--- src/rtl/cpu_seq_if.sv ---
// Sequencer-to-datapath bus: imem, control, alu on one side,
// regfile and data-memory write enables on the other.
interface cpu_seq_if;
   logic [15:0] pc;
   logic [15:0] instruction;
   logic [15:0] ir;
   logic        jump;
   logic        branch;
   logic        regwrite;
   logic        memwrite;
   logic        isZero;
   logic        reg_we;
   logic        mem_we;

   modport master (
      input  instruction, jump, branch,
      input  regwrite, memwrite, isZero,
      output pc, ir, reg_we, mem_we
   );

   modport slave (
      output instruction, jump, branch,
      output regwrite, memwrite, isZero,
      input  pc, ir, reg_we, mem_we
   );
endinterface

--- src/rtl/cpu_seq.sv ---
// Multi-cycle sequencer: FETCH/DECODE/EXEC/WB per instruction.
// Ports: clk, rst (sync, high), run, bus (datapath), busy,
// halted, instr_count (saturating retired count).
module cpu_seq #(
   parameter logic [15:0] RESET_PC  = 16'h0000,
   parameter logic [15:0] HALT_WORD = 16'hFFFF
) (
   input  logic        clk,
   input  logic        rst,
   input  logic        run,
   cpu_seq_if.master   bus,
   output logic        busy,
   output logic        halted,
   output logic [15:0] instr_count
);

   typedef enum logic [2:0] {
      IDLE, FETCH, DECODE, EXEC, WB, HALT
   } state_t;

   state_t      state, state_n;
   logic [15:0] pc_q, pc_n;
   logic [15:0] ir_q, ir_n;
   logic [15:0] cnt_q, cnt_n;
   // {jump, branch, regwrite, memwrite} latched in DECODE
   logic [3:0]  ctl_q, ctl_n;
   logic        z_q, z_n;
   logic [15:0] off;
   logic [15:0] pc_seq;

   assign off    = {{12{ir_q[3]}}, ir_q[3:0]};
   assign pc_seq = pc_q + 16'd1;

   always_ff @(posedge clk) begin
      if (rst) begin
         state <= IDLE;
         pc_q  <= RESET_PC;
         ir_q  <= '0;
         cnt_q <= '0;
         ctl_q <= '0;
         z_q   <= 1'b0;
      end else begin
         state <= state_n;
         pc_q  <= pc_n;
         ir_q  <= ir_n;
         cnt_q <= cnt_n;
         ctl_q <= ctl_n;
         z_q   <= z_n;
      end
   end

   always_comb begin
      state_n = state;
      pc_n    = pc_q;
      ir_n    = ir_q;
      cnt_n   = cnt_q;
      ctl_n   = ctl_q;
      z_n     = z_q;
      unique case (state)
         IDLE: begin
            if (run) state_n = FETCH;
         end
         FETCH: begin
            ir_n    = bus.instruction;
            state_n = DECODE;
         end
         DECODE: begin
            if (ir_q == HALT_WORD) begin
               state_n = HALT;
            end else begin
               ctl_n   = {bus.jump, bus.branch,
                          bus.regwrite, bus.memwrite};
               state_n = EXEC;
            end
         end
         EXEC: begin
            z_n     = bus.isZero;
            state_n = WB;
         end
         WB: begin
            // jump wins over a taken branch
            if (ctl_q[3])
               pc_n = {3'b000, ir_q[12:0]};
            else if (ctl_q[2] && z_q)
               pc_n = pc_seq + off;
            else
               pc_n = pc_seq;
            if (cnt_q != 16'hFFFF) cnt_n = cnt_q + 16'd1;
            state_n = run ? FETCH : IDLE;
         end
         HALT: begin
            state_n = HALT;
         end
         default: begin
            state_n = IDLE;
         end
      endcase
   end

   assign bus.pc     = pc_q;
   assign bus.ir     = ir_q;
   assign bus.reg_we = (state == WB) && ctl_q[1];
   assign bus.mem_we = (state == WB) && ctl_q[0];

   assign busy        = (state == FETCH) || (state == DECODE) ||
                        (state == EXEC)  || (state == WB);
   assign halted      = (state == HALT);
   assign instr_count = cnt_q;

endmodule

--- src/flat_wrapper.sv ---
// flat-port wrapper written by rule: the top's interface ports become plain ports
module cpu_seq_flat 
#(
   parameter logic [15:0] RESET_PC  = 16'h0000,
   parameter logic [15:0] HALT_WORD = 16'hFFFF
)
  (clk, rst, run, busy, halted, instr_count, bus_instruction, bus_jump, bus_branch, bus_regwrite, bus_memwrite, bus_isZero, bus_pc, bus_ir, bus_reg_we, bus_mem_we);
  cpu_seq_if bus_i ();
  input  logic clk;
  input  logic rst;
  input  logic run;
  output logic busy;
  output logic halted;
  output logic [15:0] instr_count;
  input wire logic [$bits(bus_i.instruction)-1:0] bus_instruction;
  input wire logic [$bits(bus_i.jump)-1:0] bus_jump;
  input wire logic [$bits(bus_i.branch)-1:0] bus_branch;
  input wire logic [$bits(bus_i.regwrite)-1:0] bus_regwrite;
  input wire logic [$bits(bus_i.memwrite)-1:0] bus_memwrite;
  input wire logic [$bits(bus_i.isZero)-1:0] bus_isZero;
  output wire logic [$bits(bus_i.pc)-1:0] bus_pc;
  output wire logic [$bits(bus_i.ir)-1:0] bus_ir;
  output wire logic [$bits(bus_i.reg_we)-1:0] bus_reg_we;
  output wire logic [$bits(bus_i.mem_we)-1:0] bus_mem_we;
  assign bus_i.instruction = bus_instruction;
  assign bus_i.jump = bus_jump;
  assign bus_i.branch = bus_branch;
  assign bus_i.regwrite = bus_regwrite;
  assign bus_i.memwrite = bus_memwrite;
  assign bus_i.isZero = bus_isZero;
  assign bus_pc = bus_i.pc;
  assign bus_ir = bus_i.ir;
  assign bus_reg_we = bus_i.reg_we;
  assign bus_mem_we = bus_i.mem_we;
  cpu_seq #(.RESET_PC(RESET_PC), .HALT_WORD(HALT_WORD)) u_core (.clk(clk), .rst(rst), .run(run), .bus(bus_i), .busy(busy), .halted(halted), .instr_count(instr_count));
endmodule
--- config.mk ---
export PLATFORM = sky130hd
export DESIGN_NAME = cpu_seq_flat
export DESIGN_NICKNAME = d
export VERILOG_FILES = /design/src/rtl/cpu_seq_if.sv /design/src/rtl/cpu_seq.sv /design/src/flat_wrapper.sv
export SDC_FILE = /design/constraint.sdc
export NUM_CORES = 1
export LEC_CHECK = 0
export BUFFER_PORTS_ARGS = -buffer_cell sky130_fd_sc_hd__buf_2
export CORE_MARGIN = 1.5
export CORE_UTILIZATION = 45
export DETAILED_ROUTE_END_ITERATION = 6
export PLACE_DENSITY_LB_ADDON = 0.25
export SLEW_MARGIN = 20
export SYNTH_ARGS = -nofsm -noshare
export SYNTH_HDL_FRONTEND = slang
export SYNTH_SLANG_ARGS = --single-unit
--- constraint.sdc ---
create_clock -name clk -period 3.8 [get_ports clk]
set_input_delay 0.19 -clock clk [delete_from_list [all_inputs] [get_ports clk]]
set_output_delay 0.19 -clock clk [all_outputs]
set_load 0.005 [all_outputs]
==> impl_metrics.py, run 1 <==
metrics = {
    "routing": {
        "drc": 0,
        "avgViaCountPerCell": 5.502,
        "routed_wl_mm": 8.986,
        "dr.pass1.iters": 4,
        "drt-initial-drc-count": 183,
        "met1_length_mm": 4.330,
        "drtAntennaViolNets": 0,
        "top_layer_used": "met4",
        "via_count": 3378,
        "routedWlPerCell_um": 14.64,
        "wl_met2_mm": 4.113,
        "wl_met3_um": 508,
    },
    "hold_path": {
        "hp-class": "input pin to flip-flop",
    },
    "synth": {
        "avgSynthCellArea_um2": 7.742,
        "synth-seq-cells": 56,
        "synth_most_common_cell": "nand2_1",
        "synth_edf_count": 0,
        "synth_top_area_share_pct": 32.32,
        "ys_types": 51,
        "async_reset_ff_share_pct": 0,
        "syn-instance-count": 448,
        "syn_area_mm2": 0.003468,
        "synthTopCellsByCount": "nand2_1 (72), nor2_1 (58), dfxtp_1 (56)",
        "yosysWarnings": 0,
        "yosys-top-cells-area": "dfxtp_1 (32%), nand2_1 (7.8%), ha_1 (7.2%), a21oi_1 (6.3%), xnor2_1 (6.3%)",
        "synth_ff_type": "dfxtp_1",
        "yosys.area.top_type": "dfxtp_1",
        "synth-seq-area-share_pct": 32.32,
        "syn_nets": 493,
    },
    "setup_path": {
        "path_cells": "ha_1 -> and3_1 -> nand2_1 -> xnor2_1 -> ha_1 -> a21oi_1 -> nor2b_1 -> nor4_2 -> a21oi_2 -> or4_1 -> and4_4 -> or2_0 -> o311ai_2",
        "path_class": "flip-flop to flip-flop",
        "required_ns": 4.01,
        "r2r_end": "u_core.bus.pc[15]$_SDFFE_PP0P_",
        "rr_worst_depth": 13,
        "crit_top_cell": "ha_1",
        "arrival_ns": 3.76,
        "r2r_slack_ns": 0.26,
        "crit_end": "u_core.bus.pc[15]$_SDFFE_PP0P_",
        "cp_max_fo": 8,
        "crit_family": "simple AND/OR/NAND/NOR gates",
        "r2r_start": "u_core.bus.pc[0]$_SDFFE_PP0P_",
        "start_kind": "flip-flop",
        "cp_num_buf_inv": 0,
        "slowest_stage": "or4_1",
        "cp-end-kind": "flip-flop",
        "timing.critical_path.slowest_cell_delay_ns": 0.50,
        "path_depth": 13,
        "crit_start": "u_core.bus.pc[0]$_SDFFE_PP0P_",
    },
    "cells_and_area": {
        "nFillCells": 715,
        "n_antenna_cell": 0,
        "fin_nets": 559,
        "final_cells": 614,
        "areaGrowthSynthToFinish_pct": 15.84,
        "layout-drive-gt1-share_pct": 18.83,
    },
    "timing": {
        "worst_pin_slew_ns": 0.7953,
        "fmaxAchievable_ghz": 0.2822,
        "hold_violations": 0,
        "period_needed_ns": 3.544,
        "tns_ns": 0,
        "finalSetupViolCount": 0,
        "slew_headroom_pct": 46.98,
        "rsz0062_at_grt": "no",
        "slew_viol_final": 0,
        "post-route-period-util_pct": 93.25,
        "fin_skew_ns": 0.01529,
    },
    "placement": {
        "dp_cells": 606,
        "dp_hpwl_mm": 6.574,
        "port-buffer-count": 75,
        "gp_congestion": 0.9120,
    },
    "cts": {
        "post_cts_buffers": 0,
        "htreeDepth": 2,
        "insertion_delay_ns": 0.31,
        "clockRootBuffer": "clkbuf_8",
        "ctsHoldBuffers": 0,
        "cts_resized": 0,
        "cts_buffers": 5,
        "cts_tree": "done",
        "clk_path_buf_depth": 2,
        "cts.sinks": 56,
        "cts.clk_slew.worst_paths_ns": 0.12,
    },
    "pwr": {
        "ir_drop_mv": 0.1697,
        "power_leakage_uw": 0.001748,
        "p_per_area_mw_per_mm2": 277.9,
    },
    "global_routing": {
        "grt_max_degree": 42,
        "antenna_found_initial": 0,
        "grt_usage_pct": 21.64,
        "grt_pass1_vias": 3062,
        "overflow": 0,
        "grt_first_pass_wirelength_mm": 14.79,
    },
    "die": {
        "die_area_mm2": 0.008243,
        "coreArea_mm2": 0.007370,
        "initial_utilization_pct": 47.06,
        "die_height_um": 90.79,
        "dieWidth_um": 90.79,
        "pin_count": 76,
        "std_cell_rows": 31,
    },
    "run_status": {
        "status": "finished, final reports clean",
    },
    "job": {
        "cap_violations": 0,
    },
}
[how the worst min path moves through the flow]
stage	from	to	slack [ns]	depth (start not counted)
floorplan	bus_instruction[14]	u_core.bus.ir[14]$_SDFFE_PP0P_	0.33	2
CTS	bus_instruction[15]	u_core.bus.ir[15]$_SDFFE_PP0P_	0.10	3
detailed placement	bus_memwrite	u_core.ctl_q[0]$_SDFFE_PP0P_	0.43	3
global route	bus_instruction[12]	u_core.bus.ir[12]$_SDFFE_PP0P_	0.11	3
finish	bus_instruction[3]	u_core.bus.ir[3]$_SDFFE_PP0P_	0.11	3
global placement	bus_instruction[13]	u_core.bus.ir[13]$_SDFFE_PP0P_	0.43	3
[tightest hold or removal path: stages]
cell	delay (ns)
buf_2	0.10
nand2_1	0.05
a21oi_1	0.05
[layer usage]
| layer | up-vias | track usage [%] |
|---|---|---|
| li1 | 1723 | - |
| met1 | 1575 | 30.75 |
| met5 | - | 0 |
| met3 | 2 | 3.620 |
| met4 | 0 | 3.906 |
| met2 | 78 | 34.65 |
[sequential cells by signal, summed over array words and instances (netlist names)]
signal / flops
u_core.instr_count: 16
u_core.state: 3
u_core.z_q: 1
u_core.bus.pc: 16
u_core.ctl_q: 4
u_core.bus.ir: 16
[cell usage in the layout (no fill, tap or decap), drive strengths merged, types with 7 or more instances in the layout]
cell	netlist	layout
nor3	9	9
nand3	19	19
nand2	72	72
ha	20	20
inv	7	8
dfxtp	56	56
a21oi	45	45
and3	7	7
nor2	58	58
xor2	9	9
a211oi	8	8
nand4	7	7
buf	1	80
o211ai	9	9
o21ai	13	13
xnor2	25	25
[power by group]
part | internal, uW | total, uW | switching (uW)
clock | 133 | 343 | 210
sequential | 605 | 632 | 26.4
combinational | 59.2 | 141 | 82.3
[cell families (layout without fill, tap and decap cells)]
group / Yosys count / in the layout / share of synthesized area, %
XOR/XNOR: 34 / 34 / 8.586
buffers and inverters: 28 / 95 / 3.030
flip-flops: 56 / 56 / 32.32
AND/OR/NAND/NOR: 202 / 202 / 26.91
AO/OA/AOI/OAI: 101 / 101 / 19.63
adder cells (fa/ha/maj): 21 / 21 / 7.792
multiplexers: 6 / 6 / 1.732
[per-stage QoR]
step / worst slack, ns / hold WS (ns) / utilization, % / cell area, um2 / power (uW)
3_5_place_dp: 0.3467 / 0.4328 / 53.28 / 3926 / 785.4
2_1_floorplan: 0.6485 / 0.3260 / - / 3468 / 729.5
6_report: 0.2564 / 0.1104 / 54.52 / 4018 / 1117
5_1_grt: 0.05028 / 0.1062 / 54.52 / 4018 / 1175
4_1_cts: 0.2908 / 0.1033 / 54.52 / 4018 / 1125
3_3_place_gp: 0.4771 / 0.4304 / 53.28 / 3926 / 781.8
[layout make-up]
cell class | count | area [um2] | share of cell area (%)
clock buffers | 5 | 68.82 | 1.713
clock inverters | 3 | 22.52 | 0.5606
inverters | 7 | 26.28 | 0.6540
multi-input cells | 364 | 2242 | 55.81
flip-flops and latches | 56 | 1121 | 27.90
well taps | 99 | 123.9 | 3.083
repair buffers | 80 | 412.9 | 10.28
Power figures use the tool's default switching activity.
==> run 2, diff against run 1 <==
==> constraint.sdc (replaced) <==
create_clock -name clk -period 3.8 [get_ports clk]
set_input_delay 0.19 -clock clk [delete_from_list [all_inputs] [get_ports clk]]
set_output_delay 0.19 -clock clk [all_outputs]
set_load 0.1 [all_outputs]
==> impl_metrics.py, run 2 (synthesis gave the netlist of run 1 again) <==
metrics = {
    "die": {
        "dieWidth_um": 90.79,
        "std_cell_rows": 31,
        "die_area_mm2": 0.008243,
        "initial_utilization_pct": 47.06,
        "coreArea_mm2": 0.007370,
        "pin_count": 76,
        "die_height_um": 90.79,
    },
    "cts": {
        "cts.sinks": 56,
        "cts_resized": 0,
        "ctsHoldBuffers": 0,
        "htreeDepth": 2,
        "cts_tree": "done",
        "clockRootBuffer": "clkbuf_8",
        "cts.clk_slew.worst_paths_ns": 0.12,
        "post_cts_buffers": 0,
        "cts_buffers": 5,
        "clk_path_buf_depth": 2,
        "insertion_delay_ns": 0.32,
    },
    "routing": {
        "routedWlPerCell_um": 15.18,
        "via_count": 3444,
        "routed_wl_mm": 9.277,
        "drc": 0,
        "drtAntennaViolNets": 0,
        "dr.pass1.iters": 5,
        "drt-initial-drc-count": 214,
        "avgViaCountPerCell": 5.637,
    },
    "timing": {
        "slew_viol_final": 0,
        "fmaxAchievable_ghz": 0.2938,
        "rsz0062_at_grt": "no",
        "fin_skew_ns": 0.01282,
        "tns_ns": 0,
        "finalSetupViolCount": 0,
        "slew_headroom_pct": 32.93,
        "post-route-period-util_pct": 89.58,
        "worst_pin_slew_ns": 1.001,
        "period_needed_ns": 3.404,
        "hold_violations": 0,
    },
    "hold_path": {
        "hp-class": "input pin to flip-flop",
    },
    "placement": {
        "gp_congestion": 0.9217,
        "port-buffer-count": 75,
        "dp_hpwl_mm": 6.737,
    },
    "global_routing": {
        "overflow": 0,
        "grt_usage_pct": 23.02,
        "antenna_found_initial": 0,
        "grt_first_pass_wirelength_mm": 15.57,
        "grt_pass1_vias": 3199,
        "grt_max_degree": 62,
    },
    "setup_path": {
        "path_cells": "ha_1 -> and3_1 -> nand2_1 -> xnor2_1 -> ha_1 -> a21oi_1 -> nor2b_1 -> nor4_2 -> a21oi_2 -> or4_1 -> and4_4 -> or2_0 -> o311ai_2",
        "cp-end-kind": "flip-flop",
        "start_kind": "flip-flop",
        "required_ns": 4.04,
        "timing.critical_path.slowest_cell_delay_ns": 0.49,
        "slowest_stage": "or4_1",
        "path_class": "flip-flop to flip-flop",
        "arrival_ns": 3.64,
        "cp_max_fo": 8,
        "crit_top_cell": "ha_1",
    },
    "job": {
        "cap_violations": 0,
    },
    "cells_and_area": {
        "fin_nets": 556,
        "layout-drive-gt1-share_pct": 19.73,
        "seq_area_mm2": 0.001129,
        "final_cell_mix": "buf_2 (74), nand2_1 (72), nor2_1 (58)",
        "final_common_cell": "buf_2",
        "areaGrowthSynthToFinish_pct": 15.69,
        "n_antenna_cell": 0,
        "nFillCells": 750,
        "multi_input_area_mm2": 0.002247,
    },
    "pwr": {
        "power.total_uw": 1236,
        "power_leakage_uw": 0.001734,
        "ir_drop_mv": 0.1684,
        "p_per_area_mw_per_mm2": 308.0,
    },
    "run_status": {
        "status": "finished, final reports clean",
    },
}
## run 2: cell types whose count changed in the layout (fill, tap and decap cells not counted), sizes merged
cell | before | now
clkinvlp | 0 | 1
inv | 8 | 9
buf | 80 | 77
clkinv | 2 | 0
## run 2: path summary, 6_finish.rpt
check	to	startpoint	cells after the start	slack [ns]
hold / removal	u_core.bus.ir[7]$_SDFFE_PP0P_	bus_instruction[7]	3	0.1
setup / recovery	u_core.bus.pc[15]$_SDFFE_PP0P_	u_core.bus.pc[0]$_SDFFE_PP0P_	13	0.40
setup reg to reg	u_core.bus.pc[15]$_SDFFE_PP0P_	u_core.bus.pc[0]$_SDFFE_PP0P_	13	0.40
hold reg to reg	u_core.bus.ir[14]$_SDFFE_PP0P_	u_core.bus.ir[14]$_SDFFE_PP0P_	2	0.48
## run 2: routing by layer
layer	share of wire, %	wire length, um	up-vias	global-route usage (%)
met2	46	4231	122	35.46
met1	45	4183	1600	31.70
met5	0	0	-	0
met3	7.6	709	12	5.051
met4	1.6	153	0	7.682
li1	-	-	1710	-
## run 2: stage by stage
step | std cells | util (%) | cell area, um2 | setup slack, ns | hold WS, ns
global placement | 603 | 53.14 | 3916 | 0.5473 | 0.4236
finish | 611 | 54.45 | 4013 | 0.3961 | 0.09781
detailed placement | 603 | 53.14 | 3916 | 0.4348 | 0.4326
floorplan | 448 | - | 3476 | 0.1031 | 0.3260
global route | 611 | 54.45 | 4013 | 0.1575 | 0.08135
CTS | 611 | 54.41 | 4010 | 0.4231 | 0.08453
## run 2: cell type report
type | count | area share [%]
Timing Repair Buffer | 77 | 9.791
Sequential cell | 56 | 28.13
Multi-Input combinational cell | 364 | 56.00
Inverter | 7 | 0.6548
Clock buffer | 5 | 1.715
Clock inverter | 3 | 0.6236
Tap cell | 99 | 3.087
## run 2: worst max-delay path, delay by kind of cell (launching register included)
kind                       cells  cell delay, ns
DFF                            1            0.42
xor gates and xnor gates       1            0.22
adders and majority gates      2            0.59
AOI/OAI and AO/OA              3            0.50
and+or+nand+nor                7            1.58
## run 2: where the power goes
group	switching [uW]	leakage (uW)	internal, uW
sequential	27.0	0.000457	605
combinational	194	0.00123	58.0
clock	217	0.0000452	135
total	437	0.00173	798
